===== src/rtl/bus_pkg.sv =====
// Shared types for the snooping-bus arbiter: bus operations, arbiter FSM states
// and the instruction opcode width.
package bus_pkg;

  localparam int OPCODE_W = 7;

  typedef enum logic [1:0] {
    BUS_NONE = 2'd0,
    BUS_RD   = 2'd1,
    BUS_RDX  = 2'd2,
    BUS_UPGR = 2'd3
  } bus_op_t;

  typedef enum logic [1:0] {
    IDLE    = 2'd0,
    OWN     = 2'd1,
    RELEASE = 2'd2
  } arb_state_t;

endpackage


===== src/rtl/rr_arbiter.sv =====
// Combinational round-robin picker: scans req starting one past ptr and returns
// the first requester as a one-hot grant plus its index.
module rr_arbiter #(
  parameter int N     = 4,
  parameter int IDX_W = 2
) (
  input  logic [N-1:0]     req,
  input  logic [IDX_W-1:0] ptr,
  output logic [N-1:0]     gnt,
  output logic [IDX_W-1:0] idx,
  output logic             any
);

  int   c;
  logic found;

  always_comb begin
    gnt   = '0;
    idx   = '0;
    any   = |req;
    found = 1'b0;
    c     = 0;
    for (int k = 1; k <= N; k++) begin
      c = int'(ptr) + k;
      if (c >= N) c = c - N;
      if (!found && req[c]) begin
        found  = 1'b1;
        gnt[c] = 1'b1;
        idx    = IDX_W'(c);
      end
    end
  end

endmodule


===== src/rtl/multicore_bus_arbiter.sv =====
// N-core snooping-bus arbiter: flush-first round-robin grant, snoop broadcast
// and L2 steering. Define BUS_ARB_TIMEOUT_EN to bound ownership to MAX_HOLD cycles.
module multicore_bus_arbiter
  import bus_pkg::*;
#(
  parameter int NUM_CORES = 4,
  parameter int DATA_W    = 32,
  parameter int ADDR_W    = 32,
  parameter int MAX_HOLD  = 16
) (
  input  logic                          clk,
  input  logic                          reset,
  input  logic [NUM_CORES-1:0]          req_core,
  input  logic [NUM_CORES-1:0]          flush_in,
  input  logic [NUM_CORES*2-1:0]        bus_operation_in,
  input  logic [NUM_CORES*ADDR_W-1:0]   bus_address_in,
  input  logic [NUM_CORES*DATA_W-1:0]   bus_data_in,
  input  logic [NUM_CORES*DATA_W-1:0]   data_to_L2_in,
  input  logic [NUM_CORES*OPCODE_W-1:0] opcode_in,
  input  logic [NUM_CORES-1:0]          cache_hit_in,
  input  logic [DATA_W-1:0]             data_from_L2,
  output logic [NUM_CORES-1:0]          grant,
  output bus_op_t                       bus_operation_out,
  output logic [ADDR_W-1:0]             bus_address_out,
  output logic [DATA_W-1:0]             bus_data_out,
  output logic [NUM_CORES-1:0]          snoop_valid,
  output logic [NUM_CORES-1:0]          cache_hit_out,
  output logic [ADDR_W-1:0]             address_to_L2,
  output logic [DATA_W-1:0]             data_to_L2,
  output logic [OPCODE_W-1:0]           opcode_out,
  output logic [DATA_W-1:0]             bus_data_to_owner,
  output logic                          timeout_err
);

  localparam int IDX_W = $clog2(NUM_CORES);

  arb_state_t           state;
  logic [IDX_W-1:0]     rr_ptr;
  logic [NUM_CORES-1:0] hi_gnt, lo_gnt, snoop_hits;
  logic [IDX_W-1:0]     hi_idx, lo_idx;
  logic                 hi_any, lo_any, hold_expire;
  int                   o;

  rr_arbiter #(.N(NUM_CORES), .IDX_W(IDX_W)) u_rr_hi (
    .req(req_core & flush_in), .ptr(rr_ptr), .gnt(hi_gnt), .idx(hi_idx), .any(hi_any)
  );

  rr_arbiter #(.N(NUM_CORES), .IDX_W(IDX_W)) u_rr_lo (
    .req(req_core), .ptr(rr_ptr), .gnt(lo_gnt), .idx(lo_idx), .any(lo_any)
  );

`ifdef BUS_ARB_TIMEOUT_EN
  localparam int HOLD_W = $clog2(MAX_HOLD + 1);
  logic [HOLD_W-1:0] hold_cnt;
  assign hold_expire = (hold_cnt == HOLD_W'(MAX_HOLD - 1));
`else
  // MAX_HOLD is meaningless without the timeout; this is constant false.
  assign hold_expire = (MAX_HOLD == 0);
  assign timeout_err = 1'b0;
`endif

  // rr_ptr doubles as the owner index while in OWN
  always_ff @(posedge clk or posedge reset) begin
    if (reset) begin
      state  <= IDLE;
      grant  <= '0;
      rr_ptr <= IDX_W'(NUM_CORES - 1);
`ifdef BUS_ARB_TIMEOUT_EN
      hold_cnt    <= '0;
      timeout_err <= 1'b0;
`endif
    end else begin
      case (state)
        IDLE: begin
          if (lo_any) begin
            state  <= OWN;
            grant  <= hi_any ? hi_gnt : lo_gnt;
            rr_ptr <= hi_any ? hi_idx : lo_idx;
`ifdef BUS_ARB_TIMEOUT_EN
            hold_cnt <= '0;
`endif
          end
        end
        OWN: begin
          if (!req_core[rr_ptr] || hold_expire) begin
            state <= RELEASE;
            grant <= '0;
          end
`ifdef BUS_ARB_TIMEOUT_EN
          hold_cnt    <= hold_cnt + 1'b1;
          timeout_err <= req_core[rr_ptr] && hold_expire;
`endif
        end
        RELEASE: begin
          state <= IDLE;
`ifdef BUS_ARB_TIMEOUT_EN
          timeout_err <= 1'b0;
`endif
        end
        default: state <= IDLE;
      endcase
    end
  end

  // ---- combinational owner mux, snoop broadcast and hit return ----
  always_comb begin
    o                 = int'(rr_ptr);
    bus_operation_out = BUS_NONE;
    bus_address_out   = '0;
    bus_data_out      = '0;
    snoop_valid       = '0;
    snoop_hits        = '0;
    cache_hit_out     = '0;
    address_to_L2     = '0;
    data_to_L2        = '0;
    opcode_out        = '0;
    bus_data_to_owner = '0;
    if (|grant) begin
      bus_operation_out = bus_op_t'(bus_operation_in[o*2 +: 2]);
      bus_address_out   = bus_address_in[o*ADDR_W +: ADDR_W];
      bus_data_out      = bus_data_in[o*DATA_W +: DATA_W];
      address_to_L2     = bus_address_in[o*ADDR_W +: ADDR_W];
      data_to_L2        = data_to_L2_in[o*DATA_W +: DATA_W];
      opcode_out        = opcode_in[o*OPCODE_W +: OPCODE_W];
      snoop_valid       = (bus_operation_out == BUS_NONE) ? '0 : ~grant;
      snoop_hits        = cache_hit_in & ~grant;
      cache_hit_out     = (|snoop_hits) ? grant : '0;
      bus_data_to_owner = data_from_L2;
      for (int i = NUM_CORES - 1; i >= 0; i--) begin
        if (snoop_hits[i]) bus_data_to_owner = bus_data_in[i*DATA_W +: DATA_W];
      end
    end
  end

endmodule


===== config.mk =====
export PLATFORM = sky130hd
export DESIGN_NAME = multicore_bus_arbiter
export DESIGN_NICKNAME = d
export VERILOG_FILES = /design/src/rtl/bus_pkg.sv /design/src/rtl/rr_arbiter.sv /design/src/rtl/multicore_bus_arbiter.sv
export SDC_FILE = /design/constraint.sdc
export NUM_CORES = 1
export LEC_CHECK = 0
export CAP_MARGIN = 5
export CORE_AREA = 3 3 253 255
export CTS_BUF_LIST = sky130_fd_sc_hd__clkbuf_4
export DETAILED_ROUTE_END_ITERATION = 10
export DIE_AREA = 0 0 256 258
export SYNTH_ARGS = -nofsm -noshare
export SYNTH_HDL_FRONTEND = slang
export SYNTH_HIERARCHICAL = 1
export SYNTH_SLANG_ARGS = --single-unit

===== constraint.sdc =====
create_clock -name clk -period 2.56 [get_ports clk]
set_input_delay 0.384 -clock clk [delete_from_list [all_inputs] [get_ports clk]]
set_output_delay 0.384 -clock clk [all_outputs]
set_load 0.03 [all_outputs]

# Word-level counts from Yosys, hierarchy flattened
# Index checks and enable logic that the tools add are counted.
# Widths: inputs -> output; s select.
# op_classes
n_bitwise	9
reduce_logical	26
mux	82
addsub	8
n_eq_ne	3
multipliers	1
magnitude_cmp	13
shift	5
# op_table
cell	count
$mux 32	12
$shiftx 128x8->32	3
$ge 32x1->1 const B	4
$ge 32x4->1 const B	4
$lt 32x4->1 const B	4
$sub 32x4->32 const B	4
$mux 4	15
$shiftx 28x6->7	1
$mux 1	27
$mux 2	12
$or 4x4->4	6
$bmux 1 s2	9
$reduce_or 4->1	4
$logic_and 1x1->1	10
$and 4x4->4	2
$demux 1 s2	4
$pmux 4 s2	1
$shiftx 8x4->2	1
$mux 7	1
$add 2x2->3 const B	2
$logic_not 1->1	6
$mul 2x3->5 const B	1
$add 2x3->4 const B	1
$logic_not 2->1	2
9 further kinds	11
# totals
ff_bits	8
out_inout_bits	182
inputBits	466
wordCells	150

# Logic depth before layout (Yosys ltp)
# Gate-level depths: netlist of the first run.
# depth
ltp_word	19
mapped_depth	11
ltp_nobuf	9

# Hierarchy
# The synthesis of the first run kept the hierarchy.
# modules_own_cells
module	area_each_um2	n_inst	seq_area_each_um2	cells_each
multicore_bus_arbiter	5426.5	1	202.7	559
rr_arbiter at u_rr_lo	479.2	1	0.0	53
rr_arbiter at u_rr_hi	441.7	1	0.0	50

# Least setup slack after synthesis of the first run
# No wires, ideal clock.
# synth_timing
path_type	register to register
from	register rr_ptr[0]
to	register grant[0]
n_path_buf	2
path_stages_with_launch	9
setup_ns	0.137
arrival_ns	2.606
period_less_slack_ns	2.744
required_time_ns	2.423
setup_slack_ns	-0.184
path_cell_list	dfstp_2 -> buf_6 -> inv_1 -> ha_1 -> mux4_2 -> clkbuf_1 -> a221o_1 -> mux2i_1 -> o22ai_1
# synth_between
elab_chain_len	19
word_cells_on_any_way	99
classes_between	add/sub: 8; order compare: 12; eq/ne: 1; mux: 55; bitwise: 6; reduce/logical: 17
# synth_rtl
item	line	rtl
start: declaration	multicore_bus_arbiter.sv:38	logic [IDX_W-1:0] rr_ptr;
start signal: assignment	multicore_bus_arbiter.sv:67	rr_ptr <= IDX_W'(NUM_CORES - 1);
start signal: assignment	multicore_bus_arbiter.sv:78	rr_ptr <= hi_any ? hi_idx : lo_idx;
parallel branches: the longest is 15 deep, another holds $sub 32x4->32	-	
$mux 4 (*)	rr_arbiter.sv:26	if (!found && req[c]) begin
net hi_gnt[0]	multicore_bus_arbiter.sv:39	logic [NUM_CORES-1:0] hi_gnt, lo_gnt, snoop_hits;
$mux 4 (*)	multicore_bus_arbiter.sv:77	grant <= hi_any ? hi_gnt : lo_gnt;
$mux 4 (*)	multicore_bus_arbiter.sv:75	if (lo_any) begin
$pmux 4 s2 (*)	multicore_bus_arbiter.sv:73	case (state)
end signal: assignment	multicore_bus_arbiter.sv:77	
end: declaration	multicore_bus_arbiter.sv:22	output logic [NUM_CORES-1:0] grant,
# Mark *: on every way through the listed nets, which the timed path passes. The select of a mux whose other input is x is not followed.
# A chain may end at the register's enable or synchronous reset.

# Worst setup path in the final report of the first run
# layout_timing
from	register rr_ptr[0]
to	output port bus_data_out[21]
# layout_between
elab_chain_len	2
# layout_rtl
item	line	rtl
$shiftx 128x8->32	multicore_bus_arbiter.sv:121	bus_data_out = bus_data_in[o*DATA_W +: DATA_W];
$mux 32	multicore_bus_arbiter.sv:118	if (|grant) begin
end: declaration	multicore_bus_arbiter.sv:25	output logic [DATA_W-1:0] bus_data_out,
# Every way passes these cells.

==> results of run 1 <==
## area by class of cell
cell class	instances	area, um2
Fill cell	6610	46300
Antenna cell	3	7.51
Sequential cell	8	210
Clock buffer	4	30.0
Multi-Input combinational cell	545	5780
Inverter	8	33.8
Tap cell	837	1050
Timing Repair Buffer	803	8430
## critical path, stage by stage, from the launching register on
cell,delay (ps)
dfstp_4,720
clkbuf_16,200
buf_6,140
mux4_2,520
and2_1,180
clkdlybuf4s15_2,280
## registers in the layout, indices dropped and copies added, names as in the netlist
register,count
grant,4
rr_ptr,2
state,2
## routing by layer
layer | GRT usage, % | vias up
met4 | 2.38 | 6
met5 | 0 | -
met1 | 14.7 | 4314
met2 | 23.4 | 522
met3 | 3.17 | 45
li1 | - | 3941
## what timing repair did
item / CTS / global route
gates cloned: 2 / 3
buffers inserted: 17 / 23
setup endpoints to repair: 161 / 168
resized for setup: 626 / 220
pin swaps: 3 / 14
## worst paths after layout
path,to,cells past startpoint,start
setup / recovery,bus_data_out[21],5,rr_ptr[0]$_DFFE_PP1P_
hold / removal,grant[1]$_DFFE_PP0P_,2,reset
setup reg to reg,grant[1]$_DFFE_PP0P_,9,rr_ptr[0]$_DFFE_PP1P_
hold reg to reg,state[1]$_DFFE_PP0P_,1,state[1]$_DFFE_PP0P_
max in group asynchronous,rr_ptr[0]$_DFFE_PP1P_,2,reset
min in group clk,state[1]$_DFFE_PP0P_,1,state[1]$_DFFE_PP0P_
## cell usage after synthesis (8+ instances only)
library cell	count
nor2_1	45
buf_2	26
nor3_2	10
ha_1	16
a22oi_1	12
and2_1	109
nor3_1	24
a32o_1	29
mux2i_1	41
buf_6	19
mux4_2	113
inv_1	8
clkbuf_1	21
buf_4	36
nand2_1	70
## per-stage QoR
stage	setup TNS (ps)	hold slack, ps
finish	-5290	414
global route	-14810	422
CTS	-7140	421
detailed placement	-14770	512
global placement	-13150	505
floorplan	-343	198
## kinds of logic after synthesis
group | after synthesis | share of synthesized area, %
AO/OA/AOI/OAI | 90 | 11.3
adder cells (fa/ha/maj) | 16 | 3.15
buffers and inverters | 110 | 11.4
flip-flops | 8 | 3.19
multiplexers | 154 | 46.6
other | 1 | 0.0591
AND/OR/NAND/NOR | 283 | 24.3
## power by group
| group | total, mW | switching (mW) | internal (mW) |
|---|---|---|---|
| Clock | 0.124 | 0.0535 | 0.0704 |
| Combinational | 16.3 | 8.03 | 8.23 |
| Sequential | 0.277 | 0.0790 | 0.198 |
==> summary.md, run 1 <==
| Metric | Value |
|---|---|
| Initial DRC count | 468 |
| Post-DP HPWL | 37.7 mm |
| Commonest non-fill, non-tap cell in the layout | clkdlybuf4s50_1 |
| Tot GR Track Use | 12.6% |
| Die Y | 258 um |
| Layout cells sized above 1 | 41.7% |
| Die footprint | 66000 um2 |
| Syn avg cell area | 9.59 um2 |
| Gr ovfl total | 0 |
| CTS sink count | 8 |
| Port-buffer cells | 646 |
| Finish-stage setup viols | 84 |
| Arrival @ worst endpoint | 2310 ps |
| Pre-CTS setup slack | -179 ps |
| Pwr Density | 1070 nW/um2 |
| Final period util | 105% |
| Initial antenna violation count | 6 |
| Placed insts | 2165 |
| Layout Cells excl Fill | 2208 |
| Routed wl met2 | 23.4 mm |
| Final Net Count | 1851 |
| Most frequent cells in the layout | clkdlybuf4s50_1, buf_6, buf_4, mux4_2, and2_4 |
| Top post-synthesis cells by area | mux4_2, and2_1, mux2i_1 |
| Max Cap Viol | 0 |
| RSZ-0062 raised after global routing | true |
| Wl on met1 | 17.5 mm |
| Largest net degree at the start of global routing | 61 |
| Site Rows | 91 |
| Hold Path Class | in2async |
| Longest Clk Path Bufs | 2 |
| Via count | 8828 |
| Yosys reg bits | 8 |
| # H-tree levels | 1 |
| Fin. max-slew vios | 0 |
| ANT nets after route | 0 |
| Worst Path Max Fanout | 5 |
| Layout area overhead | 145% |
| CP Data Required Time | 2180 ps |
| Starting Density | 10.3% |
| Post-synth net total | 1144 |
| Max Clock Freq | 371 MHz |
| Core Area | 61800 um2 |
| Leakage power figure | 6.07 nW |
| Final instance area | 15500 um2 |
| Clk Latency, worst-skew pair | 260 ps |
| Mapped Cells | 662 |
| Top routing layer in use | met5 |
| CTS root buf | clkbuf_4 |
| First-pass GRT wire length | 63.6 mm |
| I/O pin total | 648 |
| Placement Cell Area | 14400 um2 |
| Synth unique cells | 48 |
| Vias in the first global route | 9319 |
| DR pass1 iterations | 6 |
| Total Wirelength | 45.5 mm |
| CP endpoint kind | primary output |
| Synth warnings | 6 |
| Outcome | complete, but fails checks |
| TritonCTS clock tree | done |
| Hold_buf cts | 0 |
| Kind of critical path | reg2out |
| Post-route DRC | 0 |
| Post-route setup slack | -134 ps |
| Clock Skew | 20.9 ps |
| Final Util | 25.1% |
| EDFF count, synth | 0 |
| Clock transition at the registers of the reported paths | 80 ps |
| IR drop worst, VDD | 0.537 mV |
| DR vias/cell | 4.00 |
| Async set-reset flop share out of synthesis | 100% |
| Sequential area share after synthesis | 3.19% |
| Final Hold Fails | 0 |
| Synth area leader | mux4_2 |
| R2R Setup Slk | -130 ps |
| Min cycle time layout | 2690 ps |
| Failing checks | setup timing |
| Mapped Area | 6350 um2 |
| Top cell type's share of synthesized area | 40.1% |
| Die X | 256 um |
| Startpoint type of the worst setup path | flip-flop |
| Design Power | 16.7 mW |
| Top FF cell, synth | dfrtp_1 |
| WL/cell | 20.6 um |
| Routed wire length on met3 | 3.60 mm |
| CTS buffer count | 3 |
| GP Congestion | 0.964 |
Note: power is estimated with default switching activity, not from simulation.
==> run 2, diff against run 1 <==
--- a/config.mk
+++ b/config.mk
@@ -6,11 +6,10 @@
 export NUM_CORES = 1
 export LEC_CHECK = 0
 export CAP_MARGIN = 5
-export CORE_AREA = 3 3 253 255
+export CORE_AREA = 3 3 255 257
 export CTS_BUF_LIST = sky130_fd_sc_hd__clkbuf_4
 export DETAILED_ROUTE_END_ITERATION = 10
-export DIE_AREA = 0 0 256 258
+export DIE_AREA = 0 0 258 260
 export SYNTH_ARGS = -nofsm -noshare
 export SYNTH_HDL_FRONTEND = slang
-export SYNTH_HIERARCHICAL = 1
 export SYNTH_SLANG_ARGS = --single-unit
==> summary.md, run 2 <==
| Metric | Value |
|---|---|
| Outcome | complete, but fails checks |
| Failing checks | setup timing |
| Yosys reg bits | 8 (unchanged) |
| Top FF cell, synth | dfrtp_1 |
| Max reg flops | 4 (unchanged) |
| Design Power | 16.7 mW (about the same) |
| Worst Path Max Fanout | 17 (+12) |
| Reg area | 215 um2 (+2.4%) |
| Clock Skew | 15.5 ps (-5.40 ps) |
| Hold Path Class | in2async |
| Placed insts | 2197 (+1.5%) |
| Global routing's busiest layer | met2 |
| Vias in the first global route | 9646 (+3.5%) |
| Met1 Use GR | 15.7% (+1.1 points) |
| Clock transition at the registers of the reported paths | 70 ps (about the same) |
| Placement Cell Area | 14200 um2 (-1.4%) |
| Die Y | 260 um (+0.78%) |
| Routing usage on met3 | 2.83% (-0.33 points) |
| Final period util | 103% (-1.8 points) |
| Synth warnings | 0 (-6) |
| Fin. max-slew vios | 0 (unchanged) |
| Port-buffer cells | 646 (unchanged) |
| Syn avg cell area | 8.86 um2 (-7.6%) |
| Max Clock Freq | 378 MHz (+1.7%) |
| Footprint of the multi-input gates | 5660 um2 (-2.1%) |
| CP endpoint kind | primary output |
| Min cycle time layout | 2650 ps (-45.6 ps) |
| CP most frequent cell | buf_4 |
| Starting Density | 9.82% (-0.45 points) |
| Layout cells sized above 1 | 39.2% (-2.6 points) |
| DR vias/cell | 4.05 (+1.3%) |
| Met2 usage | 23.8% (+0.40 points) |
| ANT nets after route | 0 (unchanged) |
| Initial DRC count | 476 (+1.7%) |
| First-pass GRT wire length | 65.8 mm (+3.4%) |
| CTS root buf | clkbuf_4 |
| R2R Setup Slk | -20 ps (+110 ps) |
| Core Area | 63000 um2 (+1.8%) |
| Pwr Density | 1140 nW/um2 (+6.1%) |
| CTS sink count | 8 (unchanged) |
| Worst R2R Start | rr_ptr[0]$_DFFE_PP1P_ |
| Arrival @ worst endpoint | 2260 ps (-50 ps) |
| Top post-synthesis cells by area | mux4_2, nor2b_1, nand2_1 |
| Number of cells on the worst reg-to-reg path | 10 (+1) |
| Clk Latency, worst-skew pair | 270 ps (about the same) |
| Most frequent cells in the layout | clkdlybuf4s50_1, buf_4, mux4_2, nand2_1, buf_2 |
| Via count | 9060 (+2.6%) |
| Initial antenna violation count | 14 (+8) |
| Cell with the most instances after synthesis | mux4_2 |
| Post-synth top cells | mux4_2, nor2b_1, nand2_1, clkbuf_1 |
| Startpoint type of the worst setup path | flip-flop |
| Max Cap Viol | 0 (unchanged) |
| Filler instances | 6806 (+3.0%) |
| Tot GR Track Use | 13.1% (+0.47 points) |
| Final instance area | 14700 um2 (-5.6%) |
| Setup TNS | -1590 ps (+3700 ps) |
| Worst hold margin | 372 ps (-41.7 ps) |
| Gr ovfl total | 0 (unchanged) |
| Longest Clk Path Bufs | 2 (unchanged) |
| Post-synth net total | 1172 (+2.4%) |
| IR drop worst, VDD | 0.471 mV (-12%) |
| Mapped Area | 6180 um2 (-2.6%) |
| Commonest non-fill, non-tap cell in the layout | clkdlybuf4s50_1 |
| Die X | 258 um (+0.78%) |
| Final Util | 23.3% (-1.8 points) |
| Layout area overhead | 137% |
| Finish-stage setup viols | 50 (-40%) |
| CP Cell Sequence | buf_12 > buf_6 > mux4_2 > buf_4 > nor2b_1 > buf_4 |
| Synth unique cells | 54 (+13%) |
| GP Congestion | 0.980 (+1.7%) |
| CP max-delay cell | dfstp_4 |
| Final Hold Fails | 0 (unchanged) |
| Crit path buf inv count | 4 (+1) |
| Pre-CTS setup slack | -206 ps (-26.5 ps) |
| TritonCTS clock tree | done |
| Post-DP HPWL | 40.9 mm (+8.5%) |
| Top cell type's share of synthesized area | 40.1% (about the same) |
| CP Data Required Time | 2180 ps (about the same) |
| EDFF count, synth | 0 (unchanged) |
| Delay-heaviest family, CP | buffers and inverters |
| # H-tree levels | 1 (unchanged) |
| Async set-reset flop share out of synthesis | 100% (unchanged) |
| Post-route setup slack | -88.9 ps (+45.6 ps) |
| Largest Register | grant |
| Die footprint | 67100 um2 (+1.6%) |
| Largest net degree at the start of global routing | 44 (-28%) |
| RSZ-0062 raised after global routing | true |
| Final Net Count | 1861 (+0.54%) |
| Total Wirelength | 48.1 mm (+5.8%) |
| Layout Cells excl Fill | 2238 (+1.4%) |
| I/O pin total | 648 (unchanged) |
| WL/cell | 21.5 um (+4.3%) |
| Post-route DRC | 0 (unchanged) |
| Top Registers | grant x4, rr_ptr x2, state x2 |
| Leakage power figure | 5.63 nW (-7.4%) |
| Mapped Cells | 698 (+5.4%) |
| DR pass1 iterations | 5 (-1) |
| CP max stage delay | 650 ps (-70 ps) |
| Kind of critical path | reg2out |
| CTS buffer count | 3 (unchanged) |
| Synth area leader | mux4_2 |
| Sequential area share after synthesis | 3.28% (+0.085 points) |
| RR Endpoint | rr_ptr[0]$_DFFE_PP1P_ |
| Site Rows | 92 (+1.1%) |
[run 2: where the power goes]
group | leakage (nW) | switching [mW] | internal (mW)
logic | 5.51 | 9.01 | 7.26
clock network | 0.0184 | 0.0547 | 0.0707
registers | 0.0938 | 0.0851 | 0.206
total | 5.63 | 9.15 | 7.53
[run 2: cells by family (layout without fill, tap and decap cells)]
family                     Yosys count  count (layout)  share of synthesized area (%)
muxes                              146             146                           46.5
and+or+nand+nor                    298             298                           24.9
other                                1               7                         0.0606
buffers and inverters              117             805                           10.1
DFF                                  8               8                           3.28
adders and majority gates            8               8                           1.62
AOI/OAI and AO/OA                  120             120                           13.5
[run 2: metal layers]
layer | up-vias | share of wire (%)
li1 | 4016 | -
met4 | 4 | 2.1
met3 | 48 | 7.5
met2 | 547 | 50
met1 | 4445 | 40
met5 | - | 0.048
[run 2: repair_timing]
item | in CTS | in global routing
gates cloned | 1 | 5
resized for setup | 473 | 85
setup endpoints to repair | 173 | 135
setup buffers | 17 | 9
hold buffers | 0 | 0
pin swaps | 7 | 9
[run 2: worst max-delay path by stage]
stage,from,to,slack (ps),cells after the start
floorplan,rr_ptr[1]$_DFFE_PP1P_,bus_address_out[10],-40,7
detailed placement,cache_hit_in[3],bus_data_to_owner[31],-210,7
global route,rr_ptr[0]$_DFFE_PP1P_,snoop_valid[1],-170,6
finish,rr_ptr[0]$_DFFE_PP1P_,bus_operation_out[1],-90,6
CTS,rr_ptr[0]$_DFFE_PP1P_,snoop_valid[1],-120,6
global placement,cache_hit_in[3],bus_data_to_owner[31],-290,7
[run 2: area by class of cell]
type | instances | share of cell area (%)
antenna | 6 | 0.102
tap | 846 | 7.22
timing repair buffer | 790 | 52.1
sequential | 8 | 1.47
multi-input combinational | 573 | 38.6
inverter | 11 | 0.282
clock buffer | 4 | 0.205
